`src/rtl/upg_mem_arbiter_if.sv`:
```
// Memory-side bus bundle for upg_mem_arbiter: programmer inputs, CPU memory requests
// and the two block RAM ports. The arbiter uses the slave view.
interface upg_mem_arbiter_if #(
    parameter int unsigned DATA_W = 32
);
    logic              upg_wen_i;
    logic [14:0]       upg_adr_i;
    logic [DATA_W-1:0] upg_dat_i;
    logic              upg_done_i;
    logic [13:0]       cpu_iaddr_i;
    logic [13:0]       cpu_daddr_i;
    logic              cpu_dwen_i;
    logic [DATA_W-1:0] cpu_dwdata_i;
    logic [13:0]       imem_addr_o;
    logic              imem_wen_o;
    logic [DATA_W-1:0] imem_wdata_o;
    logic [13:0]       dmem_addr_o;
    logic              dmem_wen_o;
    logic [DATA_W-1:0] dmem_wdata_o;

    modport slave (
        input  upg_wen_i, upg_adr_i, upg_dat_i, upg_done_i,
        input  cpu_iaddr_i, cpu_daddr_i, cpu_dwen_i, cpu_dwdata_i,
        output imem_addr_o, imem_wen_o, imem_wdata_o,
        output dmem_addr_o, dmem_wen_o, dmem_wdata_o
    );

    modport master (
        output upg_wen_i, upg_adr_i, upg_dat_i, upg_done_i,
        output cpu_iaddr_i, cpu_daddr_i, cpu_dwen_i, cpu_dwdata_i,
        input  imem_addr_o, imem_wen_o, imem_wdata_o,
        input  dmem_addr_o, dmem_wen_o, dmem_wdata_o
    );
endinterface

```
`src/rtl/upg_mem_arbiter.sv`:
```
// In-system reprogramming controller: debounces the program button, sequences CPU and
// programmer resets, and steers the instruction/data RAM ports to CPU or programmer.
module upg_mem_arbiter #(
    parameter logic [15:0] DEB_CYC  = 16'd50000,
    parameter int unsigned HOLD_CYC = 4,
    parameter int unsigned DATA_W   = 32
) (
    input  logic              board_clk,
    input  logic              board_rst,
    input  logic              prog_btn,
    upg_mem_arbiter_if.slave  bus,
    output logic              upg_rst_o,
    output logic              cpu_rst_o,
    output logic              prog_active_o,
    output logic [15:0]       word_cnt_o
);
    localparam int unsigned HoldW = (HOLD_CYC > 1) ? $clog2(HOLD_CYC) : 1;
    localparam logic [HoldW-1:0] HoldInit = HoldW'(HOLD_CYC - 1);

    typedef enum logic [1:0] {StHold, StRun, StProg} state_e;

    state_e            state_q, state_d;
    logic [HoldW-1:0]  hold_cnt_q, hold_cnt_d;
    logic              done_prev_q, done_prev_d;
    logic [15:0]       word_cnt_q, word_cnt_d;
    logic [1:0]        btn_sync_q;
    logic              deb_level_q, deb_level_d;
    logic [15:0]       deb_cnt_q, deb_cnt_d;
    logic              press;
    logic [DATA_W-1:0] prog_wdata;

    assign prog_wdata = bus.upg_dat_i;
    assign word_cnt_o = word_cnt_q;

    // Level flips once the synchronized input has disagreed for DEB_CYC straight cycles.
    always_comb begin
        deb_level_d = deb_level_q;
        deb_cnt_d   = '0;
        press       = 1'b0;
        if (btn_sync_q[1] != deb_level_q) begin
            if (deb_cnt_q == DEB_CYC - 16'd1) begin
                deb_level_d = ~deb_level_q;
                press       = ~deb_level_q;
            end else begin
                deb_cnt_d = deb_cnt_q + 16'd1;
            end
        end
    end

    always_ff @(posedge board_clk or posedge board_rst) begin
        if (board_rst) begin
            btn_sync_q  <= 2'b00;
            deb_level_q <= 1'b0;
            deb_cnt_q   <= '0;
        end else begin
            btn_sync_q  <= {btn_sync_q[0], prog_btn};
            deb_level_q <= deb_level_d;
            deb_cnt_q   <= deb_cnt_d;
        end
    end

    always_ff @(posedge board_clk or posedge board_rst) begin
        if (board_rst) begin
            state_q     <= StHold;
            hold_cnt_q  <= HoldInit;
            done_prev_q <= 1'b0;
            word_cnt_q  <= '0;
        end else begin
            state_q     <= state_d;
            hold_cnt_q  <= hold_cnt_d;
            done_prev_q <= done_prev_d;
            word_cnt_q  <= word_cnt_d;
        end
    end

    always_comb begin
        state_d     = state_q;
        hold_cnt_d  = hold_cnt_q;
        done_prev_d = done_prev_q;
        word_cnt_d  = word_cnt_q;
        case (state_q)
            StHold: begin
                if (hold_cnt_q == '0) begin
                    state_d = StRun;
                end else begin
                    hold_cnt_d = hold_cnt_q - HoldW'(1);
                end
            end
            StRun: begin
                if (press) begin
                    state_d     = StProg;
                    word_cnt_d  = '0;
                    // Treat done as already high so a stale level cannot end the session.
                    done_prev_d = 1'b1;
                end
            end
            StProg: begin
                done_prev_d = bus.upg_done_i;
                if (bus.upg_wen_i && (word_cnt_q != 16'hFFFF)) begin
                    word_cnt_d = word_cnt_q + 16'd1;
                end
                if (bus.upg_done_i && !done_prev_q) begin
                    state_d    = StHold;
                    hold_cnt_d = HoldInit;
                end
            end
            default: state_d = StHold;
        endcase
    end

    always_comb begin
        upg_rst_o        = 1'b1;
        cpu_rst_o        = 1'b1;
        prog_active_o    = 1'b0;
        bus.imem_addr_o  = bus.cpu_iaddr_i;
        bus.imem_wen_o   = 1'b0;
        bus.imem_wdata_o = prog_wdata;
        bus.dmem_addr_o  = bus.cpu_daddr_i;
        bus.dmem_wen_o   = 1'b0;
        bus.dmem_wdata_o = bus.cpu_dwdata_i;
        case (state_q)
            StRun: begin
                cpu_rst_o      = 1'b0;
                bus.dmem_wen_o = bus.cpu_dwen_i;
            end
            StProg: begin
                upg_rst_o        = 1'b0;
                prog_active_o    = 1'b1;
                bus.imem_addr_o  = bus.upg_adr_i[13:0];
                bus.dmem_addr_o  = bus.upg_adr_i[13:0];
                bus.dmem_wdata_o = prog_wdata;
                bus.imem_wen_o   = bus.upg_wen_i & ~bus.upg_adr_i[14];
                bus.dmem_wen_o   = bus.upg_wen_i & bus.upg_adr_i[14];
            end
            default: ;
        endcase
    end
endmodule

```
`src/flat_wrapper.sv`:
```
// flat-port wrapper written by rule: the top's interface ports become plain ports
module upg_mem_arbiter_flat 
#(
    parameter logic [15:0] DEB_CYC  = 16'd50000,
    parameter int unsigned HOLD_CYC = 4,
    parameter int unsigned DATA_W   = 32
)
  (board_clk, board_rst, prog_btn, upg_rst_o, cpu_rst_o, prog_active_o, word_cnt_o, bus_upg_wen_i, bus_upg_adr_i, bus_upg_dat_i, bus_upg_done_i, bus_cpu_iaddr_i, bus_cpu_daddr_i, bus_cpu_dwen_i, bus_cpu_dwdata_i, bus_imem_addr_o, bus_imem_wen_o, bus_imem_wdata_o, bus_dmem_addr_o, bus_dmem_wen_o, bus_dmem_wdata_o);
  upg_mem_arbiter_if #(.DATA_W(DATA_W)) bus_i ();
  input  logic board_clk;
  input  logic board_rst;
  input  logic prog_btn;
  output logic upg_rst_o;
  output logic cpu_rst_o;
  output logic prog_active_o;
  output logic [15:0] word_cnt_o;
  input wire logic [$bits(bus_i.upg_wen_i)-1:0] bus_upg_wen_i;
  input wire logic [$bits(bus_i.upg_adr_i)-1:0] bus_upg_adr_i;
  input wire logic [$bits(bus_i.upg_dat_i)-1:0] bus_upg_dat_i;
  input wire logic [$bits(bus_i.upg_done_i)-1:0] bus_upg_done_i;
  input wire logic [$bits(bus_i.cpu_iaddr_i)-1:0] bus_cpu_iaddr_i;
  input wire logic [$bits(bus_i.cpu_daddr_i)-1:0] bus_cpu_daddr_i;
  input wire logic [$bits(bus_i.cpu_dwen_i)-1:0] bus_cpu_dwen_i;
  input wire logic [$bits(bus_i.cpu_dwdata_i)-1:0] bus_cpu_dwdata_i;
  output wire logic [$bits(bus_i.imem_addr_o)-1:0] bus_imem_addr_o;
  output wire logic [$bits(bus_i.imem_wen_o)-1:0] bus_imem_wen_o;
  output wire logic [$bits(bus_i.imem_wdata_o)-1:0] bus_imem_wdata_o;
  output wire logic [$bits(bus_i.dmem_addr_o)-1:0] bus_dmem_addr_o;
  output wire logic [$bits(bus_i.dmem_wen_o)-1:0] bus_dmem_wen_o;
  output wire logic [$bits(bus_i.dmem_wdata_o)-1:0] bus_dmem_wdata_o;
  assign bus_i.upg_wen_i = bus_upg_wen_i;
  assign bus_i.upg_adr_i = bus_upg_adr_i;
  assign bus_i.upg_dat_i = bus_upg_dat_i;
  assign bus_i.upg_done_i = bus_upg_done_i;
  assign bus_i.cpu_iaddr_i = bus_cpu_iaddr_i;
  assign bus_i.cpu_daddr_i = bus_cpu_daddr_i;
  assign bus_i.cpu_dwen_i = bus_cpu_dwen_i;
  assign bus_i.cpu_dwdata_i = bus_cpu_dwdata_i;
  assign bus_imem_addr_o = bus_i.imem_addr_o;
  assign bus_imem_wen_o = bus_i.imem_wen_o;
  assign bus_imem_wdata_o = bus_i.imem_wdata_o;
  assign bus_dmem_addr_o = bus_i.dmem_addr_o;
  assign bus_dmem_wen_o = bus_i.dmem_wen_o;
  assign bus_dmem_wdata_o = bus_i.dmem_wdata_o;
  upg_mem_arbiter #(.DEB_CYC(DEB_CYC), .HOLD_CYC(HOLD_CYC), .DATA_W(DATA_W)) u_core (.board_clk(board_clk), .board_rst(board_rst), .prog_btn(prog_btn), .bus(bus_i), .upg_rst_o(upg_rst_o), .cpu_rst_o(cpu_rst_o), .prog_active_o(prog_active_o), .word_cnt_o(word_cnt_o));
endmodule
```
`config.mk`:
```
export PLATFORM = sky130hd
export DESIGN_NAME = upg_mem_arbiter_flat
export DESIGN_NICKNAME = d
export VERILOG_FILES = /design/src/rtl/upg_mem_arbiter_if.sv /design/src/rtl/upg_mem_arbiter.sv /design/src/flat_wrapper.sv
export SDC_FILE = /design/constraint.sdc
export NUM_CORES = 1
export LEC_CHECK = 0
export BUFFER_PORTS_ARGS = -buffer_cell sky130_fd_sc_hd__buf_2
export CAP_MARGIN = 20
export CORE_MARGIN = 1.5
export CORE_UTILIZATION = 42
export CTS_CLUSTER_SIZE = 10
export DETAILED_ROUTE_END_ITERATION = 12
export GPL_ROUTABILITY_DRIVEN = 0
export GPL_TIMING_DRIVEN = 0
export PLACE_DENSITY = 0.82
export SLEW_MARGIN = 25
export SYNTH_ARGS = -nofsm -noshare
export SYNTH_HDL_FRONTEND = slang
export SYNTH_SLANG_ARGS = --single-unit
```
`constraint.sdc`:
```
create_clock -name board_clk -period 2.6 [get_ports board_clk]
set_input_delay 0.26 -clock board_clk [delete_from_list [all_inputs] [get_ports board_clk]]
set_output_delay 0.26 -clock board_clk [all_outputs]
set_load 0.005 [all_outputs]
```
==> flow_summary.toml <==
[floorplanning]
initial_core_util_pct = 44.02
ios = 226
die-width_um = 90.65
core_area_um2 = 7331
rows = 31
dieHeight_um = 90.65
die_area_um2 = 8217

[yosys]
synth_edf_count = 0
ys_ff_latch = 40
ys_seq_area_share_pct = 31.10
syn-mean-instance-area_um2 = 8.360
syn-num-nets = 506
synth_cell_types = 55
async_flop_share_pct = 100.0
yosys_warnings = 0
synth_cells = 386
yosys_most_used_dff = "dfrtp_1"
netlist_area_um2 = 3227

[cts]
clk_root_buffer_cell = "clkbuf_8"
htreeDepth = 2
clkLatencyLatePin_ns = 0.30
cts.sinks = 40
clk_pin_slew_ns = 0.07
cts_buffer_depth = 2
cts_tree = "built"
post-cts-setup-buffers = 0
cts_buffers = 5

[route]
avgViaCountPerCell = 5.182
num_vias = 3726
drc = 0
ant_nets = 0
firstDrtPassIters = 4
drt-initial-drc-count = 246
wl_per_cell_um = 15.46
routed_wl_um = 11120

[sta]
post-route-period-util_pct = 94.51
hold_viol = 0
setup_viol = 0
clock_skew_ns = 0.008569
hold_ws_ns = 0.08039
fin_crit_ns = 2.457
drv_slew = 0
rsz0062_at_grt = "false"
maxSlewHeadroom_pct = 58.58
setup_tns_ns = 0
worstMarginPinSlew_ns = 0.6157
fmax_mhz = 407.0

[worst_setup_path]
required_ns = 2.34
crit_path_end_kind = "output port"
path_class = "reg -> out"
critPathMaxFanout = 10
critPathLaunchType = "flop"
arrival_ns = 2.20

[pwr]
p_total_uw = 1351
p_comb_share_pct = 21.7
seq_power_share_pct = 46.7
power_density_nw_per_um2 = 293.0
ir_worst_vdd_v = 0.0002914
p_leak_uw = 0.002466
p_sw_uw = 336.6
clockPowerShare_pct = 31.5
swShare_pct = 24.91
p_int_uw = 1015

[global_routing]
grt-ovfl-total = 0
first_global_vias = 3566
grt_pass1_wl_um = 17540
track_usage_pct = 26.73
antenna_found_initial = 5
grt_max_degree = 28

[layout]
n_fill_cell = 624
antenna_cells = 0
register_area_um2 = 1003
drive_gt1_share_pct = 52.10
multi_input_area_um2 = 1755
fin_nets = 739
syn2layout_area_growth_pct = 42.92

[placement]
portBuffers = 224
dp_hpwl_um = 8956

[status]
status = "completed"

[flow_run]
maxCapViolCount = 0

[hold_path]
hp-class = "in -> reg"
worst paths after layout:
path	slack, ns	start	to	depth (start not counted)
min in group asynchronous	0.46	board_rst	u_core.word_cnt_o[5]	3
max in group asynchronous	1.68	board_rst	u_core.deb_cnt_q[14]	4
hold reg to reg	0.36	u_core.btn_sync_q[0]	u_core.btn_sync_q[1]	0
setup / recovery	0.14	u_core.state_q[0]	bus_imem_addr_o[12]	8
hold / removal	0.08	prog_btn	u_core.btn_sync_q[0]	1
setup reg to reg	0.39	u_core.deb_cnt_q[0]	u_core.word_cnt_o[11]	8
cell families after synthesis:
family	after synthesis	share of synthesized area, %
multiplexers	35	12.18
XOR/XNOR	14	3.800
buffers and inverters	89	14.58
adder cells (fa/ha/maj)	7	2.714
flip-flops	40	31.10
AO/OA/AOI/OAI	70	13.77
AND/OR/NAND/NOR	131	21.87
power by group through the flow:
stage / Combinational (uW) / Clock (uW) / Sequential [uW]
floorplan: 114 / 0 / 643
global placement: 281 / 0 / 643
detailed placement: 291 / 0 / 643
CTS: 294 / 440 / 632
global route: 322 / 475 / 632
finish: 294 / 426 / 632
cell usage in the layout, fill, tap and decap left out, types with 4 or more instances in the layout:
cell type and instances:
mux2_2 34, nor2b_1 4, nand2_1 38, ha_1 6, inv_1 39, clkbuf_8 6
a31oi_1 5, or4_1 6, nand3_1 24, nor4_1 5, xor2_1 6, o21ai_0 39
nor2_1 25, buf_2 230, clkbuf_1 7, xnor2_1 8, dfrtp_1 38, and3_1 7
buf_4 34, o211ai_1 4
registers in the layout, summed over array words and instances (netlist names):
| name | count |
|---|---|
| u_core.hold_cnt_q | 2 |
| u_core.btn_sync_q | 2 |
| u_core.word_cnt_o | 16 |
| u_core.deb_cnt_q | 16 |
| u_core.done_prev_q | 1 |
| u_core.state_q | 2 |
| u_core.deb_level_q | 1 |
worst max-delay path, cell delays in order, from the launching register on:
cell      delay (ns)
dfrtp_1         0.42
inv_1           0.09
ha_2            0.33
buf_4           0.23
clkbuf_4        0.23
clkbuf_4        0.25
nand2_1         0.10
o21ai_0         0.10
buf_2           0.15
metal layers:
layer	routed length [um]	global-route usage (%)	part of all wire [%]	vias up
li1	-	-	-	1773
met1	4355	31.31	39	1749
met2	5462	47.12	49	173
met3	1134	9.680	10	21
met4	105	4.497	0.94	10
met5	60	0	0.54	-
per-stage QoR:
stage | setup slack, ns | std cells | util (%) | cell area [um^2]
floorplan | 0.5583 | 386 | - | 3227
detailed placement | -0.3273 | 710 | 61.27 | 4492
CTS | 0.07232 | 719 | 62.84 | 4607
global placement | -0.2041 | 709 | 61.00 | 4472
global route | 0.03338 | 719 | 62.91 | 4612
finish | 0.1428 | 719 | 62.91 | 4612
what timing repair did:
action | in CTS | in global routing
setup endpoints to repair | 63 | 18
hold buffers | 1 | 0
gates cloned | 0 | 0
resized for setup | 9 | 3
hold endpoints to repair | 11 | 0
synth_stat cells, types with 5 or more instances:
cell / n / area (um^2)
ha_1: 7 / 87.58
o21ai_0: 39 / 195.2
nand3_1: 24 / 120.1
and3_1: 7 / 43.79
nor2_1: 25 / 93.84
xnor2_1: 8 / 70.07
a31oi_1: 5 / 31.28
or4_1: 6 / 45.04
mux2_2: 34 / 382.9
nand2_1: 38 / 142.6
buf_4: 33 / 247.7
inv_1: 40 / 150.1
xor2_1: 6 / 52.55
dfrtp_1: 38 / 950.9
clkbuf_1: 7 / 26.28
nor4_1: 5 / 31.28
cell type report:
| type | count | share of cell area (%) |
|---|---|---|
| plain buffers | 49 | 7.325 |
| clock buffers | 8 | 1.953 |
| inverters | 40 | 3.256 |
| multi-input cells | 257 | 38.06 |
| flip-flops and latches | 40 | 21.76 |
| well taps | 99 | 2.686 |
| repair buffers | 226 | 24.96 |
No activity file was read; power rests on OpenSTA's default activity.
